`config.mk`:
```
export PLATFORM = sky130hd
export DESIGN_NAME = totient_sequencer
export DESIGN_NICKNAME = d
export VERILOG_FILES = /design/src/rtl/totient_pkg.sv /design/src/rtl/totient_gcd_unit.sv /design/src/rtl/totient_sequencer.sv
export SDC_FILE = /design/constraint.sdc
export NUM_CORES = 1
export LEC_CHECK = 0
export CAP_MARGIN = 5
export CORE_ASPECT_RATIO = 2
export CORE_MARGIN = 1
export CORE_UTILIZATION = 45
export CTS_BUF_LIST = sky130_fd_sc_hd__clkbuf_2 sky130_fd_sc_hd__clkbuf_4 sky130_fd_sc_hd__clkbuf_8
export CTS_CLUSTER_DIAMETER = 40
export CTS_CLUSTER_SIZE = 20
export DETAILED_ROUTE_END_ITERATION = 8
export PLACE_DENSITY = 0.67
export REMOVE_ABC_BUFFERS = 1
export SLEW_MARGIN = 20
export SYNTH_ARGS = -nofsm -noshare
export SYNTH_HDL_FRONTEND = slang
export SYNTH_SLANG_ARGS = --single-unit
```
`constraint.sdc`:
```
create_clock -name clk_0 -period 2.4 [get_ports clk_0]
set_input_delay 0.48 -clock clk_0 [delete_from_list [all_inputs] [get_ports clk_0]]
set_output_delay 0.48 -clock clk_0 [all_outputs]
set_load 0.03 [all_outputs]
```
`src/rtl/totient_pkg.sv`:
```
// Shared definitions for the Euler-totient sequencer slice.
//   - state_e   : sequencer FSM states
//   - SEG_TBL   : hex -> ABCDEFG segment patterns (bit 6 = A ... bit 0 = G, 1 = lit)
//   - TOT_N_W   : default width of n, k, count and phi
package totient_pkg;

  localparam int TOT_N_W = 5;

  typedef enum logic [1:0] {
    IDLE     = 2'd0,
    ISSUE    = 2'd1,
    WAIT_GCD = 2'd2,
    EMIT     = 2'd3
  } state_e;

  // Index 0 is the rightmost entry.
  localparam logic [15:0][6:0] SEG_TBL = {
    7'b1000111, 7'b1001111, 7'b0111101, 7'b1001110,  // F E d C
    7'b0011111, 7'b1110111, 7'b1111011, 7'b1111111,  // b A 9 8
    7'b1110000, 7'b1011111, 7'b1011011, 7'b0110011,  // 7 6 5 4
    7'b1111001, 7'b1101101, 7'b0110000, 7'b1111110   // 3 2 1 0
  };

endpackage

```
`src/rtl/totient_gcd_unit.sv`:
```
// Iterative subtractive GCD engine.
// Ports:
//   clk_0, R      : clock, asynchronous active-high reset
//   start, a, b   : load operands (both must be nonzero) and become active
//   done          : combinational, high while active and a == b
//   gcd           : result, valid while done
// The engine drops out of the active state on the cycle after done.
module totient_gcd_unit
  import totient_pkg::*;
#(
  parameter int N_W = TOT_N_W
) (
  input  logic           clk_0,
  input  logic           R,
  input  logic           start,
  input  logic [N_W-1:0] a,
  input  logic [N_W-1:0] b,
  output logic           done,
  output logic [N_W-1:0] gcd
);

  logic           active_q;
  logic [N_W-1:0] a_q, b_q;

  always_ff @(posedge clk_0 or posedge R) begin
    if (R) begin
      active_q <= 1'b0;
      a_q      <= '0;
      b_q      <= '0;
    end else if (start) begin
      active_q <= 1'b1;
      a_q      <= a;
      b_q      <= b;
    end else if (active_q) begin
      if (a_q == b_q)     active_q <= 1'b0;
      else if (a_q > b_q) a_q      <= a_q - b_q;
      else                b_q      <= b_q - a_q;
    end
  end

  assign done = active_q && (a_q == b_q);
  assign gcd  = a_q;

endmodule

```
`src/rtl/totient_sequencer.sv`:
```
// Sweeps n over [n_start, n_end], counting k in 1..n with gcd(k,n) == 1
// through one shared GCD engine, and presents phi(n) on a valid/ready port.
// The low nibble of each accepted phi is latched and shown on segments A..G.
// Ports:
//   clk_0, R            : clock, asynchronous active-high reset
//   start, n_start/end  : range request, sampled only when idle
//   busy, cfg_err       : not-idle flag, one-cycle pulse on a rejected range
//   phi_valid/ready     : result handshake; phi, phi_n held until accepted
//   A..G                : active-high seven-segment outputs
// Build option: TOTIENT_AUTOWRAP_EN restarts the range forever instead of
// returning to IDLE after the last n.
module totient_sequencer
  import totient_pkg::*;
#(
  parameter int N_W = TOT_N_W
) (
  input  logic           clk_0,
  input  logic           R,
  input  logic           start,
  input  logic [N_W-1:0] n_start,
  input  logic [N_W-1:0] n_end,
  output logic           busy,
  output logic           cfg_err,
  output logic           phi_valid,
  input  logic           phi_ready,
  output logic [N_W-1:0] phi,
  output logic [N_W-1:0] phi_n,
  output logic           A, B, C, D, E, F, G
);

  state_e         state_q, state_d;
  logic [N_W-1:0] n_q, n_d, nend_q, nend_d, k_q, k_d, cnt_q, cnt_d;
  logic [3:0]     disp_q, disp_d;
  logic           cfg_err_q, cfg_err_d;
`ifdef TOTIENT_AUTOWRAP_EN
  logic [N_W-1:0] nstart_q, nstart_d;
`endif

  logic           gcd_start, gcd_done;
  logic [N_W-1:0] gcd_val;

  totient_gcd_unit #(.N_W(N_W)) u_gcd (
    .clk_0 (clk_0),
    .R     (R),
    .start (gcd_start),
    .a     (k_q),
    .b     (n_q),
    .done  (gcd_done),
    .gcd   (gcd_val)
  );

  always_comb begin
    state_d   = state_q;
    n_d       = n_q;
    nend_d    = nend_q;
    k_d       = k_q;
    cnt_d     = cnt_q;
    disp_d    = disp_q;
    cfg_err_d = 1'b0;
    gcd_start = 1'b0;
`ifdef TOTIENT_AUTOWRAP_EN
    nstart_d  = nstart_q;
`endif
    case (state_q)
      IDLE: begin
        if (start) begin
          if (n_start == '0 || n_start > n_end) begin
            cfg_err_d = 1'b1;
          end else begin
            n_d     = n_start;
            nend_d  = n_end;
            k_d     = N_W'(1);
            cnt_d   = '0;
            state_d = ISSUE;
`ifdef TOTIENT_AUTOWRAP_EN
            nstart_d = n_start;
`endif
          end
        end
      end
      ISSUE: begin
        gcd_start = 1'b1;
        state_d   = WAIT_GCD;
      end
      WAIT_GCD: begin
        if (gcd_done) begin
          if (gcd_val == N_W'(1)) cnt_d = cnt_q + 1'b1;
          if (k_q == n_q) begin
            state_d = EMIT;
          end else begin
            k_d     = k_q + 1'b1;
            state_d = ISSUE;
          end
        end
      end
      EMIT: begin
        if (phi_ready) begin
          disp_d = cnt_q[3:0];
          k_d    = N_W'(1);
          cnt_d  = '0;
          // Compare before incrementing so n never wraps past the top value.
          if (n_q == nend_q) begin
`ifdef TOTIENT_AUTOWRAP_EN
            n_d     = nstart_q;
            state_d = ISSUE;
`else
            state_d = IDLE;
`endif
          end else begin
            n_d     = n_q + 1'b1;
            state_d = ISSUE;
          end
        end
      end
      default: state_d = IDLE;
    endcase
  end

  always_ff @(posedge clk_0 or posedge R) begin
    if (R) begin
      state_q   <= IDLE;
      n_q       <= '0;
      nend_q    <= '0;
      k_q       <= '0;
      cnt_q     <= '0;
      disp_q    <= '0;
      cfg_err_q <= 1'b0;
`ifdef TOTIENT_AUTOWRAP_EN
      nstart_q  <= '0;
`endif
    end else begin
      state_q   <= state_d;
      n_q       <= n_d;
      nend_q    <= nend_d;
      k_q       <= k_d;
      cnt_q     <= cnt_d;
      disp_q    <= disp_d;
      cfg_err_q <= cfg_err_d;
`ifdef TOTIENT_AUTOWRAP_EN
      nstart_q  <= nstart_d;
`endif
    end
  end

  // cnt and n only change on a handshake while in EMIT, so they double as
  // the held result registers.
  assign busy      = (state_q != IDLE);
  assign cfg_err   = cfg_err_q;
  assign phi_valid = (state_q == EMIT);
  assign phi       = cnt_q;
  assign phi_n     = n_q;
  assign {A, B, C, D, E, F, G} = SEG_TBL[disp_q];

endmodule

```
==> metrics.sh <==
POWER_W=0.00528
NUMBER_OF_DETAILED_ROUTE_ITERATIONS_IN_THE_FIRST_PASS=4
CRITPATHARRIVALTIME_PS=2520
POWER.IR.VDD_WORST_uV=765
GRT_MAX_DEGREE=39
FINISH.NET_COUNT=405
DIE_H_MICRONS=115
TIMING_WORST_SETUP_PATH_TYPE='input port to register'
TOTAL_OF_HOLD_BUFFERS_INSERTED_AFTER_CLOCK_TREE_SYNTHESIS=0
FIRST_GLOBAL_VIAS=2494
WORSTPATHREQUIRED_PS=2580
ANTENNADIODECOUNT=0
CLK_PATH_BUF_DEPTH=2
WORST_SLACK_PS=56.3
DIE-AREA_SQ_UM=6680
SYN-INSTANCE-COUNT=304
POST_ROUTE_CELLS_DRIVE_ABOVE_1_SHARE=0.205
POST_DETAILED_ROUTING_WIRE_LENGTH_MICRONS=6880
END_KIND='register'
REMAINING_DRC_ERRORS=0
SETUP_TOTAL_NEGATIVE_SLACK_PS=0
ANT_NETS=0
VIA_COUNT_OF_THE_ROUTED_DESIGN=2414
SYNTHADDERAREAFRAC=0.141
FLIP_FLOP_AND_LATCH_COUNT_AFTER_SYNTHESIS=38
CTS-ROOT-BUF='sky130_fd_sc_hd__clkbuf_8'
OUTCOME='completed'
SYNTHMUXAREASHARE=0.0939
FIRST_PASS_GRT_WIRE_LENGTH_MICRONS=11300
SLEW_VIOL_FINAL=0
RSZ0062_AT_GRT='yes'
MAX_CAP_VIOL_COUNT=0
SYNTH_SIMPLE_GATE_AREA_FRAC=0.154
POSTPLACECELLAREA_SQ_UM=3430
SYNTH_LARGEST_TYPE_AREA_FRACTION=0.333
MOST_USED_STANDARD_CELL_BY_INSTANCE_COUNT_AFTER_SYNTHESIS='sky130_fd_sc_hd__dfrtp_1'
ANTENNA_VIOLATIONS_BEFORE_REPAIR=0
SYNTH_TOP_CELLS_BY_AREA='sky130_fd_sc_hd__dfrtp_1 33%, sky130_fd_sc_hd__ha_1 13%, sky130_fd_sc_hd__mux2_2 4.7%'
INSTANCES_NO_FILL=445
ROUTEDWLPERCELL_MICRONS=15.5
YOSYSTOPAREACELL='sky130_fd_sc_hd__dfrtp_1'
GP_CONGESTION=0.883
INITIAL_UTIL=0.471
VIAS_PER_CELL=5.42
SYNTHDISTINCTLIBCELLS=50
BUFFER_PORTS.INSERTED=33
SYNTH_COMMON_CELLS='38 x sky130_fd_sc_hd__dfrtp_1, 33 x sky130_fd_sc_hd__inv_1, 29 x sky130_fd_sc_hd__ha_1'
DRT-INITIAL-DRC-COUNT=61
CTS-HTREE-LEVELS=2
TOP_LEVEL_PORTS=34
WORSTSETUPSTARTPOINTTYPE='input port'
CLOCK_SKEW_PS=7.72
CTS_TREE='done'
FINAL_AREA_SQ_UM=3570
PLACE.DETAILED.INSTANCES=436
CTS_MADE_BUFFERS=5
MAX_SLEW.WORST_PIN.SLEW_PS=642
REGISTER_AREA_SQ_UM=951
FILLER_CELL_COUNT=530
SETUP_VIOL_COUNT_FINAL=0
GR-USAGE-ALL-LAYERS=0.224
GRT_OVERFLOW=0
AREA_GROWTH_SYN_TO_LAYOUT_PCT=25.4
SYNTH-COMPOUND-AREA-SHARE=0.168
MAX_SLEW_MARGIN=0.572
SYNTH.AVG_CELL_AREA_SQ_UM=9.38
DIE_WIDTH_MICRONS=58.3
WORST_SETUP_HOLD_PATH_CLK_SLEW_PS=80
CRITICAL_PATH.MAX_FANOUT=4
TOTAL_LEAKAGE_POWER_nW=1.64
SYNTH_TOP_FAMILY_BY_AREA='compound AO/OA/AOI/OAI gates'
SYNTH_AREA_SQ_UM=2850
PLACEABLE_CORE_REGION_SQ_UM=6060
HOLD_CLASS='register to register'
DP.FINAL_HPWL_MICRONS=5240
PWR_DENSITY_CELL_nW_PER_UM2=1480
CLK_LATENCY_PS=300
PRE_CTS_SLACK_PS=-397
SYNTHARSTFLOPSHARE=1.00
SEQ_AREA_FRAC_SYNTH=0.333
YS_WARN_COUNT=0
POST-ROUTE-PERIOD-UTIL=0.977
FLOORPLAN.ROWS=40
YOSYS.AREA_SHARE.XOR_XNOR=0.0522
CLOCK-SINKS=38
FINALHOLDVIOLATIONS=0
FINAL.MIN_CLOCK_PERIOD_PS=2340
YS_DOMINANT_REG_CELL='sky130_fd_sc_hd__dfrtp_1'
MULTI_INPUT_COMB_AREA_SQ_UM=1790
SYNTH-EDFF-COUNT=0
TIMING.FMAX_MHz=427
cells in the final DEF, fill, tap and decap left out, types with 4 or more instances in the layout:
cell type,n
sky130_fd_sc_hd__a21o_1,5
sky130_fd_sc_hd__mux2_2,12
sky130_fd_sc_hd__clkdlybuf4s50_1,25
sky130_fd_sc_hd__nor2_1,15
sky130_fd_sc_hd__mux2i_1,10
sky130_fd_sc_hd__xnor2_1,9
sky130_fd_sc_hd__ha_1,27
sky130_fd_sc_hd__o21ai_0,16
sky130_fd_sc_hd__clkbuf_8,6
sky130_fd_sc_hd__a31oi_1,8
sky130_fd_sc_hd__inv_1,32
sky130_fd_sc_hd__o22a_1,6
sky130_fd_sc_hd__nand2b_1,5
sky130_fd_sc_hd__buf_4,27
sky130_fd_sc_hd__nand3_1,11
sky130_fd_sc_hd__xor2_1,8
sky130_fd_sc_hd__dfrtp_1,38
sky130_fd_sc_hd__dlygate4sd2_1,5
sky130_fd_sc_hd__nor3_1,4
sky130_fd_sc_hd__nand2_1,20
sky130_fd_sc_hd__nor2b_1,5
sky130_fd_sc_hd__a21oi_1,13
per-layer routing:
metal	vias up	GRT usage	share of wire
met5	-	0	0
li1	1174	-	-
met4	0	0.124	0.040
met2	50	0.428	0.57
met3	22	0.0316	0.026
met1	1168	0.219	0.36
final timing paths:
path / end / cells past startpoint / slack, ps / start
worst max-delay path: phi[1] / 10 / 60 / n_start[3]
worst min-delay path: nend_q[2] / 1 / 530 / nend_q[2]
worst max register to register: phi[2] / 9 / 110 / u_gcd.gcd[3]
worst min register to register: nend_q[2] / 1 / 530 / nend_q[2]
max in group asynchronous: u_gcd.b_q[2] / 3 / 1450 / R
min in group asynchronous: cfg_err / 3 / 600 / R
worst max-delay path, cell delays in order:
cell and delay, ps:
sky130_fd_sc_hd__clkdlybuf4s50_1 440, sky130_fd_sc_hd__buf_4 150, sky130_fd_sc_hd__or4_4 570, sky130_fd_sc_hd__nor2_4 140
sky130_fd_sc_hd__o21a_1 220, sky130_fd_sc_hd__nor4_4 80, sky130_fd_sc_hd__buf_4 170, sky130_fd_sc_hd__buf_4 140
sky130_fd_sc_hd__nand3_1 70, sky130_fd_sc_hd__o21ai_1 70
cells by family after synthesis:
group / after synthesis
and+or+nand+nor: 79
buffers and inverters: 43
muxes: 24
adders and majority gates: 31
DFF: 38
AOI/OAI and AO/OA: 72
xor gates and xnor gates: 17
sequential cells by signal, summed over array words and instances, names as in the netlist:
register and cells:
phi_n 5, u_gcd.active_q 1, disp_q 4, k_q 5, u_gcd.b_q 5, cfg_err 1
nend_q 5, state_q 2, u_gcd.gcd 5, phi 5
stage by stage:
step	hold slack (ps)	utilization
5_1_grt	552	0.590
3_5_place_dp	516	0.567
3_3_place_gp	513	0.567
2_1_floorplan	492	-
6_report	529	0.590
4_1_cts	535	0.583
where the power goes:
| part | switching (W) | internal (W) | total [W] |
|---|---|---|---|
| combinational | 0.00194 | 0.00162 | 0.00355 |
| clock | 0.000242 | 0.000231 | 0.000473 |
| sequential | 0.000350 | 0.000903 | 0.00125 |
| total | 0.00253 | 0.00275 | 0.00528 |
layout make-up:
cell class                 instances  share of cell area
tap                               84              0.0294
sequential                        38               0.266
timing repair buffer              59               0.142
inverter                          33              0.0347
clock buffer                       6              0.0231
multi-input combinational        223               0.502
clock inverter                     2             0.00350
timing repair:
action | CTS | global route
gates resized for setup | 10 | 15
endpoints found under the hold margin | 0 | 0
pin swaps | 0 | 3
buffers inserted | 0 | 1
setup endpoints to repair | 14 | 21
Note: power is estimated with default switching activity, not from simulation.
